### src/rtl/riffa_intr_pkg.sv
`default_nettype none
// ============================================================================
//  Module      : riffa_intr_pkg
//  Description : Shared types and helpers for the interrupt path: the
//                status-collector state encoding, the host status register
//                width, and the mapping from channel number to event bit.
//  Revision    : 1.0 - initial release
// ============================================================================
package riffa_intr_pkg;

    // Width of the host-visible status register.
    localparam int C_STATUS_W = 32;

    // Collector FSM encoding.
    typedef enum logic [1:0] {
        IDLE = 2'd0,
        HOLD = 2'd1,
        REQ  = 2'd2,
        WAIT = 2'd3
    } intr_coll_state_t;

    // Event vector layout: channel i RX-done lives at bit 2i and TX-done at
    // bit 2i+1.
    function automatic int unsigned rx_bit(input int unsigned ch);
        return 2 * ch;
    endfunction

    function automatic int unsigned tx_bit(input int unsigned ch);
        return (2 * ch) + 1;
    endfunction

endpackage : riffa_intr_pkg
`default_nettype wire

### src/rtl/interrupt_status_collector_if.sv
`default_nettype none
// ============================================================================
//  Module      : interrupt_status_collector_if
//  Description : Bundle between the status collector and its neighbours
//                (channel engines, PIO register decode, interrupt_controller).
//                  CHNL_EVENT                 : per-channel done pulses
//                  CONFIG_INTERRUPT_MSIENABLE : 1 = MSI, 0 = legacy
//                  INTR / INTR_DONE           : request pulse / completion
//                  INTR_LEGACY_CLR            : legacy-clear pulse
//                  STATUS_RD / STATUS_DATA    : host read strobe / snapshot
//                  BUSY                       : collector not idle
//                'master' is the surrounding system, 'slave' is the collector.
//  Revision    : 1.0 - initial release
// ============================================================================
interface interrupt_status_collector_if #(
    parameter int C_NUM_CHNL = 12
) ();
    import riffa_intr_pkg::*;

    logic [2*C_NUM_CHNL-1:0] CHNL_EVENT;
    logic                    CONFIG_INTERRUPT_MSIENABLE;
    logic                    INTR;
    logic                    INTR_DONE;
    logic                    INTR_LEGACY_CLR;
    logic                    STATUS_RD;
    logic [C_STATUS_W-1:0]   STATUS_DATA;
    logic                    BUSY;

    modport master (
        output CHNL_EVENT,
        output CONFIG_INTERRUPT_MSIENABLE,
        output INTR_DONE,
        output STATUS_RD,
        input  INTR,
        input  INTR_LEGACY_CLR,
        input  STATUS_DATA,
        input  BUSY
    );

    modport slave (
        input  CHNL_EVENT,
        input  CONFIG_INTERRUPT_MSIENABLE,
        input  INTR_DONE,
        input  STATUS_RD,
        output INTR,
        output INTR_LEGACY_CLR,
        output STATUS_DATA,
        output BUSY
    );

endinterface : interrupt_status_collector_if
`default_nettype wire

### src/rtl/interrupt_status_collector.sv
`default_nettype none
// ============================================================================
//  Module      : interrupt_status_collector
//  Description : Collects per-channel completion events into a sticky pending
//                vector, raises a single interrupt request per batch (with an
//                optional coalescing window), and presents the batch to the
//                host as a read-to-clear status register. In legacy mode the
//                first status read of an interrupt produces the legacy-clear
//                pulse for interrupt_controller.
//  Ports       : CLK  - system clock
//                RST  - synchronous active-high reset
//                bus  - interrupt_status_collector_if.slave (events, request,
//                       completion, legacy clear, status read/data, busy)
//  Revision    : 1.0 - initial release
// ============================================================================
module interrupt_status_collector
    import riffa_intr_pkg::*;
#(
    parameter int C_NUM_CHNL = 12,
    parameter int C_HOLDOFF  = 0
) (
    input  wire logic                   CLK,
    input  wire logic                   RST,
    interrupt_status_collector_if.slave bus
);

    localparam int         c_evt_w       = 2 * C_NUM_CHNL;
    localparam logic [7:0] c_holdoff_cnt = 8'(C_HOLDOFF);

    intr_coll_state_t   r_state;
    logic [c_evt_w-1:0] r_pending;
    logic [c_evt_w-1:0] r_snapshot;
    logic [7:0]         r_count;
    logic               r_done_seen;
    logic               r_read_seen;
    logic               r_intr;
    logic               r_legacy_clr;
    logic               r_busy;

    logic [c_evt_w-1:0] w_event;
    logic               w_read_accept;
    logic               w_wait_exit;

    assign w_event = bus.CHNL_EVENT;

    // Only the first read of an interrupt is acted on; later reads see the
    // already-cleared snapshot.
    assign w_read_accept = (r_state == WAIT) && bus.STATUS_RD && !r_read_seen;

    // A flag counts as set when its strobe is high in the current cycle, so
    // completion and read arriving together leave WAIT immediately.
    assign w_wait_exit = (r_done_seen || bus.INTR_DONE) &&
                         (r_read_seen || bus.STATUS_RD);

    always_ff @(posedge CLK) begin
        if (RST) begin
            r_state      <= IDLE;
            r_pending    <= '0;
            r_snapshot   <= '0;
            r_count      <= '0;
            r_done_seen  <= 1'b0;
            r_read_seen  <= 1'b0;
            r_intr       <= 1'b0;
            r_legacy_clr <= 1'b0;
            r_busy       <= 1'b0;
        end else begin
            r_intr       <= 1'b0;
            r_legacy_clr <= 1'b0;
            r_pending    <= r_pending | w_event;

            case (r_state)
                IDLE: begin
                    if (r_pending != '0) begin
                        r_busy <= 1'b1;
                        if (c_holdoff_cnt == 8'd0) begin
                            r_state <= REQ;
                            r_intr  <= 1'b1;
                        end else begin
                            r_state <= HOLD;
                            r_count <= c_holdoff_cnt;
                        end
                    end
                end

                HOLD: begin
                    r_count <= r_count - 8'd1;
                    if (r_count <= 8'd1) begin
                        r_state <= REQ;
                        r_intr  <= 1'b1;
                    end
                end

                REQ: begin
                    // Events landing in the request cycle start the next batch
                    // instead of being folded into this snapshot.
                    r_snapshot  <= r_pending;
                    r_pending   <= w_event;
                    r_done_seen <= 1'b0;
                    r_read_seen <= 1'b0;
                    r_state     <= WAIT;
                end

                WAIT: begin
                    if (bus.INTR_DONE) begin
                        r_done_seen <= 1'b1;
                    end
                    if (w_read_accept) begin
                        r_read_seen  <= 1'b1;
                        r_snapshot   <= '0;
                        r_legacy_clr <= !bus.CONFIG_INTERRUPT_MSIENABLE;
                    end
                    if (w_wait_exit) begin
                        r_state <= IDLE;
                        r_busy  <= 1'b0;
                    end
                end

                default: begin
                    r_state <= IDLE;
                    r_busy  <= 1'b0;
                end
            endcase
        end
    end

    assign bus.INTR            = r_intr;
    assign bus.INTR_LEGACY_CLR = r_legacy_clr;
    assign bus.BUSY            = r_busy;

    generate
        if (c_evt_w < C_STATUS_W) begin : g_pad_status
            assign bus.STATUS_DATA = {{(C_STATUS_W - c_evt_w){1'b0}}, r_snapshot};
        end else begin : g_full_status
            assign bus.STATUS_DATA = r_snapshot;
        end
    endgenerate

endmodule : interrupt_status_collector
`default_nettype wire

### src/flat_wrapper.sv
// flat-port wrapper written by rule: the top's interface ports become plain ports
module interrupt_status_collector_flat import riffa_intr_pkg::*;
#(
    parameter int C_NUM_CHNL = 12,
    parameter int C_HOLDOFF  = 0
)
  (CLK, RST, bus_CHNL_EVENT, bus_CONFIG_INTERRUPT_MSIENABLE, bus_INTR_DONE, bus_STATUS_RD, bus_INTR, bus_INTR_LEGACY_CLR, bus_STATUS_DATA, bus_BUSY);
  interrupt_status_collector_if #(.C_NUM_CHNL(C_NUM_CHNL)) bus_i ();
  input  wire logic CLK;
  input  wire logic RST;
  input wire logic [$bits(bus_i.CHNL_EVENT)-1:0] bus_CHNL_EVENT;
  input wire logic [$bits(bus_i.CONFIG_INTERRUPT_MSIENABLE)-1:0] bus_CONFIG_INTERRUPT_MSIENABLE;
  input wire logic [$bits(bus_i.INTR_DONE)-1:0] bus_INTR_DONE;
  input wire logic [$bits(bus_i.STATUS_RD)-1:0] bus_STATUS_RD;
  output wire logic [$bits(bus_i.INTR)-1:0] bus_INTR;
  output wire logic [$bits(bus_i.INTR_LEGACY_CLR)-1:0] bus_INTR_LEGACY_CLR;
  output wire logic [$bits(bus_i.STATUS_DATA)-1:0] bus_STATUS_DATA;
  output wire logic [$bits(bus_i.BUSY)-1:0] bus_BUSY;
  assign bus_i.CHNL_EVENT = bus_CHNL_EVENT;
  assign bus_i.CONFIG_INTERRUPT_MSIENABLE = bus_CONFIG_INTERRUPT_MSIENABLE;
  assign bus_i.INTR_DONE = bus_INTR_DONE;
  assign bus_i.STATUS_RD = bus_STATUS_RD;
  assign bus_INTR = bus_i.INTR;
  assign bus_INTR_LEGACY_CLR = bus_i.INTR_LEGACY_CLR;
  assign bus_STATUS_DATA = bus_i.STATUS_DATA;
  assign bus_BUSY = bus_i.BUSY;
  interrupt_status_collector #(.C_NUM_CHNL(C_NUM_CHNL), .C_HOLDOFF(C_HOLDOFF)) u_core (.CLK(CLK), .RST(RST), .bus(bus_i));
endmodule
### config.mk
export PLATFORM = sky130hd
export DESIGN_NAME = interrupt_status_collector_flat
export DESIGN_NICKNAME = d
export VERILOG_FILES = /design/src/rtl/riffa_intr_pkg.sv /design/src/rtl/interrupt_status_collector_if.sv /design/src/rtl/interrupt_status_collector.sv /design/src/flat_wrapper.sv
export SDC_FILE = /design/constraint.sdc
export NUM_CORES = 1
export LEC_CHECK = 0
export BUFFER_PORTS_ARGS = -buffer_cell sky130_fd_sc_hd__buf_2
export CORE_ASPECT_RATIO = 1.25
export CORE_MARGIN = 8
export CORE_UTILIZATION = 40
export DETAILED_ROUTE_END_ITERATION = 7
export GPL_TIMING_DRIVEN = 0
export PLACE_DENSITY = 0.66
export SYNTH_ARGS = -nofsm -noshare
export SYNTH_HDL_FRONTEND = slang
export SYNTH_SLANG_ARGS = --single-unit
### constraint.sdc
create_clock -name CLK -period 1.8 [get_ports CLK]
set_input_delay 0 -clock CLK [delete_from_list [all_inputs] [get_ports CLK]]
set_output_delay 0 -clock CLK [all_outputs]
set_load 0.005 [all_outputs]
==> results.yml <==
timing:
  min_period_ns: 1.860
  finalMaxSlewViolations: 0
  finClkSkew_ns: 0.009913
  finalSetupTns_ns: -0.06573
  fmax_mhz: 537.6
  fin_crit_sh_pct: 103.3
  rsz0062_at_grt: "true"
  layout_setup_ws_ns: -0.06014
  setup_viol: 2
  hold_ws_ns: 0.2647
  hold_viol: 0
cells_and_area:
  num_antenna_cells: 0
  area_growth_pct: 36.52
  drive_gt1_share_pct: 24.30
  final_net_count: 421
  post-route-util_pct: 56.84
  final_common_cell: "dfxtp_1"
  final_cell_mix: "dfxtp_1, buf_2, a21oi_1, nor2_1, nand2_1"
detailed_routing:
  viasPerCell: 4.829
  wirelength_um: 5975
  num_vias: 2207
  drc_errors: 0
  first_pass_iters: 4
  drtIter0Drc: 91
  wl_per_cell_um: 13.07
  ant_nets: 0
setup_path:
  cp_max_fo: 2
  crit_type: "register to register"
  critPathArrivalTime_ns: 2.08
  reg2reg_to: "u_core.r_state[1]"
  critPathLaunchType: "register"
  cp.required_ns: 2.02
  reg2regPathDepth: 5
  crit_chain: "or4_4, nor4_4, inv_2, a221oi_4, mux2_4"
  slowest_stage: "or4_4"
  regToRegStartpoint: "u_core.r_count[6]"
  crit_start: "u_core.r_count[6]"
  cp_top_family: "simple AND/OR/NAND/NOR gates"
  max_stage_delay_ns: 0.55
  crit_buf_inv: 1
  reg2reg_slack_ns: -0.06
  endpoint_kind: "register"
clock_tree:
  cts.clk_slew.worst_paths_ns: 0.07
  htreeDepth: 3
  clock_sinks: 63
  cts_root_buf: "clkbuf_8"
  cts_max_path_buffers: 2
  cts_buffers: 9
  clkLatencyLatePin_ns: 0.34
  cts_tree: "built"
floorplan:
  dieArea_mm2: 0.008818
  die_w_um: 85.61
  fp.dieH_um: 103.0
  initial_core_util_pct: 41.63
  coreArea_mm2: 0.005818
  num_rows: 31
  io_pins: 64
run:
  cap_violations: 0
synthesis:
  yosysSeqAreaShare_pct: 52.07
  synth_area_mm2: 0.002422
  ys_warn_count: 0
  synth-seq-cells: 63
  syn_inst: 283
  syn_avg_cell_area_um2: 8.559
  ys_types: 29
pwr:
  ir_drop_v: 0.0006280
  power.leakage_nw: 1.421
  finalPower_mw: 3.598
  power_density_mw_per_mm2: 1088
grt:
  grt_max_degree: 12
  grt_overflow: 0
  grt_use_total_pct: 14.37
  grt_pass1_wl_um: 10030
  grt_pass1_vias: 2236
  antenna_found_initial: 0
status:
  status: "finished, violations left"
  violations: "setup timing"
hold_path:
  hp-class: "input pin to register"
  hold_depth: 4
  holdPathEnd: "u_core.r_state[1]"
  worstHoldStart: "RST"
placement:
  preCtsSetupSlack_ns: -0.3691
  routabilityCongestion: 0.7549
  port_buffers: 55
  place_hpwl_um: 4262
==> how the worst max path moves through the flow <==
| stage | endpoint | slack (ns) | cells after the start |
|---|---|---|---|
| after floorplan | u_core.r_state[1] | 0.01 | 5 |
| after global placement | u_core.r_snapshot[20] | -0.28 | 6 |
| after detailed placement | u_core.r_snapshot[19] | -0.37 | 6 |
| after CTS | u_core.r_state[1] | -0.07 | 5 |
| after global routing | u_core.r_state[1] | -0.12 | 5 |
| final | u_core.r_state[1] | -0.06 | 5 |
==> tightest hold or removal path, stage by stage <==
cell and delay, ns:
buf_2 0.11, clkbuf_1 0.19, nor2_1 0.13, mux2_4 0.14
==> flip-flops by register name, indices dropped and copies added (netlist names) <==
register,count
u_core.r_pending,24
u_core.r_snapshot,24
u_core.r_count,8
u_core.r_state,2
u_core.bus.BUSY,1
u_core.bus.INTR,1
u_core.bus.INTR_LEGACY_CLR,1
u_core.r_done_seen,1
u_core.r_read_seen,1
==> cell usage after synthesis <==
master / count / area (µm²)
dfxtp_1: 63 / 1261
a21oi_1: 52 / 260.3
nor2_1: 39 / 146.4
nand2_1: 31 / 116.4
nand3_1: 25 / 125.1
clkbuf_1: 16 / 60.06
buf_4: 8 / 60.06
nor4_1: 7 / 43.79
ha_1: 6 / 75.07
inv_1: 5 / 18.77
nand2b_1: 4 / 25.02
o21ai_0: 4 / 20.02
xor2_1: 4 / 35.03
xnor2_1: 3 / 26.28
a211oi_1: 2 / 15.01
a221oi_4: 1 / 26.28
clkbuf_2: 1 / 5.000
clkinv_1: 1 / 3.750
conb_1: 1 / 3.750
inv_2: 1 / 3.750
mux2_4: 1 / 15.01
mux2i_1: 1 / 10.01
nand4_1: 1 / 6.260
nor3_1: 1 / 5.000
nor4_4: 1 / 21.27
nor4b_1: 1 / 8.760
o22ai_1: 1 / 6.260
or4_1: 1 / 7.510
or4_4: 1 / 11.26
==> cell families after synthesis <==
logic type               Yosys count  share of synthesized area (%)
AO/OA/AOI/OAI                     60                          13.53
XOR/XNOR                           7                          2.531
adder cells (fa/ha/maj)            6                          3.099
buffers and inverters             32                          6.250
flip-flops                        63                          52.07
multiplexers                       2                          1.033
other                              1                         0.1548
AND/OR/NAND/NOR                  112                          21.33
==> cell type report <==
cell class / count / area, µm²
fill: 536 / 2511
sequential: 63 / 1264
multi-input combinational: 195 / 1059
timing repair buffer: 86 / 580.6
buffer: 24 / 128.9
clock buffer: 10 / 127.6
tap: 66 / 82.58
clock inverter: 6 / 37.54
inverter: 7 / 27.53
==> what timing repair did <==
item,CTS,global route
setup endpoints to repair,43,42
hold buffers,29,0
setup buffers,2,0
hold endpoints to repair,28,0
resized for setup,8,6
==> routing by layer <==
metal / global-route usage, % / share of wire (%) / vias up
met3: 4.545 / 6.3 / 11
met4: 7.973 / 2.0 / 0
met5: 0 / 0 / -
met2: 23.62 / 47 / 62
li1: - / - / 1142
met1: 16.23 / 44 / 992
==> metrics by stage <==
| step | std cells | area (µm²) |
|---|---|---|
| 2_1_floorplan | 290 | 2449 |
| 3_5_place_dp | 411 | 2806 |
| 5_1_grt | 457 | 3307 |
| 6_report | 457 | 3307 |
| 3_3_place_gp | 411 | 2806 |
| 4_1_cts | 457 | 3292 |
==> power breakdown <==
| part | total, mW | internal, mW | leakage [nW] | switching (mW) |
|---|---|---|---|---|
| Clock | 1.03 | 0.491 | 0.0781 | 0.542 |
| Sequential | 1.67 | 1.56 | 0.520 | 0.113 |
| Combinational | 0.896 | 0.405 | 0.823 | 0.491 |
| Total | 3.60 | 2.45 | 1.42 | 1.15 |
(Power assumes the default switching activity.)
